**config.mk**
```make
export PLATFORM = sky130hd
export DESIGN_NAME = alu_mc
export DESIGN_NICKNAME = d
export VERILOG_FILES = /design/src/rtl/alu_pkg.sv /design/src/rtl/alu_mul_iter.sv /design/src/rtl/alu_mc.sv
export SDC_FILE = /design/constraint.sdc
export NUM_CORES = 2
export LEC_CHECK = 0
export BUFFER_PORTS_ARGS = -buffer_cell sky130_fd_sc_hd__clkbuf_2
export CAP_MARGIN = 0
export CORE_MARGIN = 4
export CORE_UTILIZATION = 45
export DETAILED_ROUTE_END_ITERATION = 8
export SLEW_MARGIN = 10
export SYNTH_ARGS = -nofsm -noshare
export SYNTH_HDL_FRONTEND = slang
export SYNTH_SLANG_ARGS = --single-unit
```
**constraint.sdc**
```tcl
create_clock -name clk -period 15.3 [get_ports clk]
set_clock_uncertainty 0.15 [all_clocks]
set_input_delay 0.765 -clock clk [delete_from_list [all_inputs] [get_ports clk]]
set_output_delay 0.765 -clock clk [all_outputs]
set_load 0.02 [all_outputs]
```
**src/rtl/alu_pkg.sv**
```systemverilog
// Shared definitions for the multi-cycle ALU: opcode encodings and the
// control-FSM state encoding used by the decoder and the control unit.
package alu_pkg;

    // Opcode encodings carried on ALUOp
    localparam logic [3:0] OP_AND  = 4'b0000;
    localparam logic [3:0] OP_OR   = 4'b0001;
    localparam logic [3:0] OP_ADD  = 4'b0010;
    localparam logic [3:0] OP_MUL  = 4'b0011;
    localparam logic [3:0] OP_SUB  = 4'b0110;
    localparam logic [3:0] OP_SLL  = 4'b0111;
    localparam logic [3:0] OP_SRL  = 4'b1000;
    localparam logic [3:0] OP_SRA  = 4'b1001;
    localparam logic [3:0] OP_SLT  = 4'b1010;
    localparam logic [3:0] OP_SLTU = 4'b1011;
    localparam logic [3:0] OP_NOR  = 4'b1100;

    // Control FSM states
    typedef enum logic [1:0] {
        ST_IDLE = 2'd0,
        ST_MUL  = 2'd1,
        ST_HOLD = 2'd2
    } alu_state_e;

endpackage

```
**src/rtl/alu_mul_iter.sv**
```systemverilog
// Iterative shift-add multiplier datapath.
// A start pulse loads the operands; the unit then performs one shift-add
// step per cycle for WIDTH cycles. The product wraps modulo 2^WIDTH.
// Ports:
//   clk_i, reset_i   : clock, synchronous active-high reset
//   start_i          : load a_i/b_i and begin iterating
//   a_i, b_i         : multiplicand / multiplier
//   last_o           : the current cycle performs the final iteration
//   product_next_o   : accumulator value after this cycle's step (final product when last_o)
//   product_o        : registered accumulator (holds the product once finished)
module alu_mul_iter #(
    parameter int unsigned WIDTH = 64
) (
    input  logic             clk_i,
    input  logic             reset_i,
    input  logic             start_i,
    input  logic [WIDTH-1:0] a_i,
    input  logic [WIDTH-1:0] b_i,
    output logic             last_o,
    output logic [WIDTH-1:0] product_next_o,
    output logic [WIDTH-1:0] product_o
);

    localparam int unsigned CNT_W = $clog2(WIDTH);

    logic             busy_q, busy_d;
    logic [CNT_W-1:0] cnt_q, cnt_d;
    logic [WIDTH-1:0] mcand_q, mcand_d;
    logic [WIDTH-1:0] mplier_q, mplier_d;
    logic [WIDTH-1:0] acc_q, acc_d;
    logic [WIDTH-1:0] acc_sum;

    assign acc_sum        = acc_q + (mplier_q[0] ? mcand_q : '0);
    assign last_o         = busy_q && (cnt_q == CNT_W'(WIDTH - 1));
    assign product_next_o = acc_sum;
    assign product_o      = acc_q;

    always_comb begin
        busy_d   = busy_q;
        cnt_d    = cnt_q;
        mcand_d  = mcand_q;
        mplier_d = mplier_q;
        acc_d    = acc_q;
        if (start_i) begin
            busy_d   = 1'b1;
            cnt_d    = '0;
            mcand_d  = a_i;
            mplier_d = b_i;
            acc_d    = '0;
        end else if (busy_q) begin
            acc_d    = acc_sum;
            mcand_d  = mcand_q << 1;
            mplier_d = mplier_q >> 1;
            cnt_d    = cnt_q + CNT_W'(1);
            // acc_q keeps the product after the final step
            if (last_o) begin
                busy_d = 1'b0;
            end
        end
    end

    always_ff @(posedge clk_i) begin
        if (reset_i) begin
            busy_q   <= 1'b0;
            cnt_q    <= '0;
            mcand_q  <= '0;
            mplier_q <= '0;
            acc_q    <= '0;
        end else begin
            busy_q   <= busy_d;
            cnt_q    <= cnt_d;
            mcand_q  <= mcand_d;
            mplier_q <= mplier_d;
            acc_q    <= acc_d;
        end
    end

endmodule

```
**src/rtl/alu_mc.sv**
```systemverilog
// Multi-cycle execute-stage ALU with valid/ready handshakes and a registered
// result/flag stage. Single-cycle ops complete with latency 1; MUL uses the
// iterative multiplier and holds in_ready low while it runs.
// Ports:
//   clk, reset            : clock, synchronous active-high reset
//   in_valid / in_ready   : operation handshake (a, b, ALUOp)
//   out_valid / out_ready : result handshake
//   Result, Zero, Is_Greater, Carry, Overflow, Illegal : registered result and flags
module alu_mc
    import alu_pkg::*;
#(
    parameter int unsigned WIDTH  = 64,
    parameter bit          MUL_EN = 1'b1
) (
    input  logic             clk,
    input  logic             reset,
    input  logic             in_valid,
    output logic             in_ready,
    input  logic [WIDTH-1:0] a,
    input  logic [WIDTH-1:0] b,
    input  logic [3:0]       ALUOp,
    output logic             out_valid,
    input  logic             out_ready,
    output logic [WIDTH-1:0] Result,
    output logic             Zero,
    output logic             Is_Greater,
    output logic             Carry,
    output logic             Overflow,
    output logic             Illegal
);

    localparam int unsigned SHAMT_W = $clog2(WIDTH);

    alu_state_e state_q, state_d;

    logic             out_valid_q, out_valid_d;
    logic [WIDTH-1:0] result_q, result_d;
    logic             zero_q, zero_d;
    logic             gt_q, gt_d;
    logic             carry_q, carry_d;
    logic             ovf_q, ovf_d;
    logic             ill_q, ill_d;
    // a > b of the MUL operands, kept until the product is loaded
    logic             mul_gt_q, mul_gt_d;

    logic             out_free;
    logic             accept;
    logic             is_mul;
    logic             mul_start;
    logic             mul_last;
    logic [WIDTH-1:0] mul_prod_next;
    logic [WIDTH-1:0] mul_prod;

    // Single-cycle datapath results
    logic [WIDTH-1:0]   alu_res;
    logic               alu_carry;
    logic               alu_ovf;
    logic               alu_ill;
    logic [WIDTH:0]     add_w;
    logic [WIDTH:0]     sub_w;
    logic [SHAMT_W-1:0] shamt;

    assign out_free = !out_valid_q || out_ready;
    assign in_ready = (state_q == ST_IDLE) && out_free;
    assign accept   = in_valid && in_ready;
    assign is_mul   = MUL_EN && (ALUOp == OP_MUL);

    // SUB as a + ~b + 1 so bit WIDTH is directly "not borrow"
    assign add_w = {1'b0, a} + {1'b0, b};
    assign sub_w = {1'b0, a} + {1'b0, ~b} + {{WIDTH{1'b0}}, 1'b1};
    assign shamt = b[SHAMT_W-1:0];

    always_comb begin
        alu_res   = '0;
        alu_carry = 1'b0;
        alu_ovf   = 1'b0;
        alu_ill   = 1'b0;
        case (ALUOp)
            OP_AND: alu_res = a & b;
            OP_OR:  alu_res = a | b;
            OP_NOR: alu_res = ~(a | b);
            OP_ADD: begin
                alu_res   = add_w[WIDTH-1:0];
                alu_carry = add_w[WIDTH];
                alu_ovf   = (a[WIDTH-1] == b[WIDTH-1]) && (add_w[WIDTH-1] != a[WIDTH-1]);
            end
            OP_SUB: begin
                alu_res   = sub_w[WIDTH-1:0];
                alu_carry = sub_w[WIDTH];
                alu_ovf   = (a[WIDTH-1] != b[WIDTH-1]) && (sub_w[WIDTH-1] != a[WIDTH-1]);
            end
            OP_SLL:  alu_res = a << shamt;
            OP_SRL:  alu_res = a >> shamt;
            OP_SRA:  alu_res = $unsigned($signed(a) >>> shamt);
            OP_SLT:  alu_res = {{(WIDTH-1){1'b0}}, ($signed(a) < $signed(b))};
            OP_SLTU: alu_res = {{(WIDTH-1){1'b0}}, (a < b)};
            default: alu_ill = 1'b1;
        endcase
    end

    if (MUL_EN) begin : g_mul
        alu_mul_iter #(
            .WIDTH(WIDTH)
        ) u_mul (
            .clk_i          (clk),
            .reset_i        (reset),
            .start_i        (mul_start),
            .a_i            (a),
            .b_i            (b),
            .last_o         (mul_last),
            .product_next_o (mul_prod_next),
            .product_o      (mul_prod)
        );
    end else begin : g_no_mul
        logic unused_mul_start;
        assign unused_mul_start = mul_start;
        assign mul_last         = 1'b0;
        assign mul_prod_next    = '0;
        assign mul_prod         = '0;
    end

    always_comb begin
        state_d     = state_q;
        out_valid_d = out_valid_q;
        result_d    = result_q;
        zero_d      = zero_q;
        gt_d        = gt_q;
        carry_d     = carry_q;
        ovf_d       = ovf_q;
        ill_d       = ill_q;
        mul_gt_d    = mul_gt_q;
        mul_start   = 1'b0;

        // Drain first; a load below overrides it
        if (out_valid_q && out_ready) begin
            out_valid_d = 1'b0;
        end

        unique case (state_q)
            ST_IDLE: begin
                if (accept) begin
                    if (is_mul) begin
                        state_d   = ST_MUL;
                        mul_start = 1'b1;
                        mul_gt_d  = (a > b);
                    end else begin
                        out_valid_d = 1'b1;
                        result_d    = alu_res;
                        zero_d      = (alu_res == '0);
                        gt_d        = (a > b);
                        carry_d     = alu_carry;
                        ovf_d       = alu_ovf;
                        ill_d       = alu_ill;
                    end
                end
            end
            ST_MUL: begin
                if (mul_last) begin
                    if (out_free) begin
                        state_d     = ST_IDLE;
                        out_valid_d = 1'b1;
                        result_d    = mul_prod_next;
                        zero_d      = (mul_prod_next == '0);
                        gt_d        = mul_gt_q;
                        carry_d     = 1'b0;
                        ovf_d       = 1'b0;
                        ill_d       = 1'b0;
                    end else begin
                        state_d = ST_HOLD;
                    end
                end
            end
            ST_HOLD: begin
                if (out_free) begin
                    state_d     = ST_IDLE;
                    out_valid_d = 1'b1;
                    result_d    = mul_prod;
                    zero_d      = (mul_prod == '0);
                    gt_d        = mul_gt_q;
                    carry_d     = 1'b0;
                    ovf_d       = 1'b0;
                    ill_d       = 1'b0;
                end
            end
            default: state_d = ST_IDLE;
        endcase
    end

    always_ff @(posedge clk) begin
        if (reset) begin
            state_q     <= ST_IDLE;
            out_valid_q <= 1'b0;
            result_q    <= '0;
            zero_q      <= 1'b1;
            gt_q        <= 1'b0;
            carry_q     <= 1'b0;
            ovf_q       <= 1'b0;
            ill_q       <= 1'b0;
            mul_gt_q    <= 1'b0;
        end else begin
            state_q     <= state_d;
            out_valid_q <= out_valid_d;
            result_q    <= result_d;
            zero_q      <= zero_d;
            gt_q        <= gt_d;
            carry_q     <= carry_d;
            ovf_q       <= ovf_d;
            ill_q       <= ill_d;
            mul_gt_q    <= mul_gt_d;
        end
    end

    assign out_valid  = out_valid_q;
    assign Result     = result_q;
    assign Zero       = zero_q;
    assign Is_Greater = gt_q;
    assign Carry      = carry_q;
    assign Overflow   = ovf_q;
    assign Illegal    = ill_q;

endmodule

```
==> results_dict.tcl <==
set metrics [dict create \
    combPwrFrac_pct 42.6 \
    finalSetupViolCount 0 \
    worst_ep_required_time_ps 15690 \
    cp_max_fo 79 \
    irDropWorstVdd_v 0.0000970 \
    worstPathArrival_ps 7230 \
    drtAntennaViolNets 0 \
    ys_types 103 \
    worst-r2r-setup-slack_ps 8610 \
    die-height_microns 300 \
    reg2reg_depth 16 \
    post_cts_buffers 0 \
    rsz0062_at_grt "false" \
    grt_pass1_wl_mm 314 \
    netlist_top_cells_count "547 x nor2_1, 504 x nand2_1, 403 x a21oi_1, 351 x mux2i_1, 293 x clkbuf_1" \
    leakage_nw 16.1 \
    synth_area_sq_um 38300 \
    tightestPinTransition_ps 1520 \
    drt_first_iter_violations 7508 \
    gp_congestion 1.13 \
    yosysMostFrequentCell "nor2_1" \
    clock_path_buffers 3 \
    avgSynthCellArea_sq_um 7.36 \
    slew_headroom_pct -1.60 \
    async_flop_share_pct 0 \
    antenna_found_initial 16 \
    initial_core_util_pct 45.6 \
    synth-edff-count 0 \
    core_region_area_sq_um 84000 \
    area_growth_pct 6.90 \
    finalCritPeriodShare_pct 44.7 \
    reg2reg_to "Zero" \
    grt_max_degree 80 \
    layout.nets 5509 \
    via_count 46116 \
    dp_hpwl_mm 175 \
    max_cap_violations 0 \
    ys.flop_type "dfxtp_1" \
    hold_buffers 0 \
    ios 207 \
    first_pass_iters 9 \
    hold_ws_ps 302 \
    overflow 0 \
    worst_setup_path_end_kind "register" \
    cellPowerDensity_nw_per_um2 70.3 \
    period_minus_slack_ps 6840 \
    final_hold_viol_count 0 \
    min_from "Result[14]" \
    ctsRootBufferMaster "clkbuf_16" \
    max_freq_ghz 0.146 \
    path_class "primary input to register" \
    tns_ps 0 \
    hold_path_end "Result[14]" \
    drive_above_1_share_pct 11.4 \
    cts_max_level 2 \
    cts_sinks 272 \
    clk_latency_ps 600 \
    syn-instance-count 5204 \
    route.detailed.drc 7 \
    p_int_mw 1.61 \
    wl_per_cell_microns 35.9 \
    run_status "finished, violations left" \
    grt_pass1_vias 42306 \
    synth_area_leaders "dfxtp_1 14%, mux2i_1 9.2%, ha_1 8.5%" \
    ys_warn_count 0 \
    crit_start "b[0]" \
    syn-num-nets 5604 \
    die_width_microns 300 \
    synth.largest_area_cell "dfxtp_1" \
    clkPwrFrac_pct 31.4 \
    numCtsBuffers 34 \
    finalWirelength_mm 225 \
    min_path_cells 2 \
    violations "design-rule violations, max-slew violations" \
    synth_top_area_share_pct 14.2 \
    routed_via_density 7.35 \
    switching_power_mw 1.26 \
    synth-seq-area-share_pct 14.2 \
    p_sw_share_pct 44.0 \
    cts_resized 0 \
    holdCritPathClass "register to register" \
    r2r-start "g_mul.u_mul.mplier_q[0]" \
    placement_rows 106 \
    port_buffers 206 \
    die-area_sq_um 89800 \
    globalRouteTotalUtil_pct 47.5 \
    cts_tree "built" \
    ys_ff_latch 272 \
    p_seq_share_pct 26.0 \
    slew_violations 2 \
    start_kind "primary input" \
    clk_pin_slew_ps 60 \
]
## placed cells by master (no fill, tap or decap), types with 27 or more instances in the layout
cell type  count
nand3_1       89
o21ai_0      246
a221o_1       44
nor3_1        98
a31oi_1       46
o2111ai_1     27
buf_4        106
or4_1         30
clkbuf_16     34
clkbuf_2     201
o211ai_1      97
a22oi_1       55
inv_1        209
mux2i_1      351
a21oi_1      403
nor4_1        87
nor2_1       545
mux2_2        43
a221oi_1      71
o221ai_1      27
dfxtp_1      271
nor2b_1       37
a211oi_1     212
o21bai_1      40
ha_1         258
o22ai_1       76
nand4_1       76
o31ai_1       59
a21o_1        71
xnor2_1       65
nand2_1      502
mux4_2        86
and2_1        88
## per-layer routing
metal	up-vias	global-route usage [%]	part of all wire [%]	routed length, microns
met2	3792	67.3	40	89200
met3	896	14.1	13	29700
met1	21991	61.8	38	86000
met4	8	32.5	9.0	20200
li1	19429	-	-	-
met5	-	0.595	0.024	55
## registers in the layout, indices dropped and copies added (netlist names)
name / cells
Zero: 1
Carry: 1
out_valid: 1
g_mul.u_mul.product_o: 64
Overflow: 1
g_mul.u_mul.mcand_q: 64
Illegal: 1
mul_gt_q: 1
state_q: 2
g_mul.u_mul.mplier_q: 64
g_mul.u_mul.cnt_q: 6
g_mul.u_mul.busy_q: 1
Is_Greater: 1
Result: 64
## worst max-delay path: stages
cell	delay (ps)
buf_8	540
buf_4	860
mux4_2	620
mux2i_1	620
o22ai_1	180
a211oi_1	1100
nor2_1	110
a21oi_1	430
o211ai_1	160
a211oi_1	560
nand4_1	140
or4_1	420
nor4_1	410
nand4b_1	160
nand3_1	100
## logic make-up (layout without fill, tap and decap cells)
group           count (synthesis)  in the layout  synth area share (%)
fa+ha+maj                     264            264                  8.69
compound gates               1727           1727                  30.9
flops                         272            272                  14.2
xor+xnor                       91             91                  2.08
buf+inv                       658            589                  7.32
other cells                     0              7                     0
simple gates                 1705           1705                  20.9
mux                           487            487                  15.9
## stage by stage
| stage | utilization (%) | total power [mW] | cell area [sq um] | std cells | setup slack (ps) |
|---|---|---|---|---|---|
| 2_1_floorplan | - | 1.45 | 38300 | 5204 | 9490 |
| 3_3_place_gp | 47.3 | 1.92 | 39700 | 6207 | 8260 |
| 3_5_place_dp | 47.3 | 1.91 | 39700 | 6207 | 8270 |
| 4_1_cts | 48.7 | 2.81 | 40900 | 6269 | 8870 |
| 5_1_grt | 48.7 | 2.93 | 40900 | 6271 | 8400 |
| 6_report | 48.7 | 2.87 | 40900 | 6276 | 8460 |
## worst max path at each step
stage	endpoint	slack, ps	cells after the start
CTS	Zero	8870	17
global route	Zero	8400	15
global placement	Zero	8260	17
finish	Zero	8460	15
detailed placement	Zero	8270	17
floorplan	Zero	9490	23
## layout make-up
type / instances / area [sq um]
Antenna cell: 7 / 17.5
Clock buffer: 42 / 941
Clock inverter: 20 / 284
Fill cell: 8603 / 43000
Inverter: 218 / 821
Multi-Input combinational cell: 4274 / 30200
Sequential cell: 272 / 5450
Tap cell: 1134 / 1420
Timing Repair Buffer: 309 / 1830
## power groups by stage
stage / Combinational [mW] / Sequential [mW] / Clock, mW
final: 1.23 / 0.746 / 0.903
after global routing: 1.24 / 0.748 / 0.941
after CTS: 1.16 / 0.746 / 0.909
after detailed placement: 1.15 / 0.761 / 0
after global placement: 1.15 / 0.761 / 0
after floorplan: 0.677 / 0.773 / 0
(Power assumes the default switching activity.)
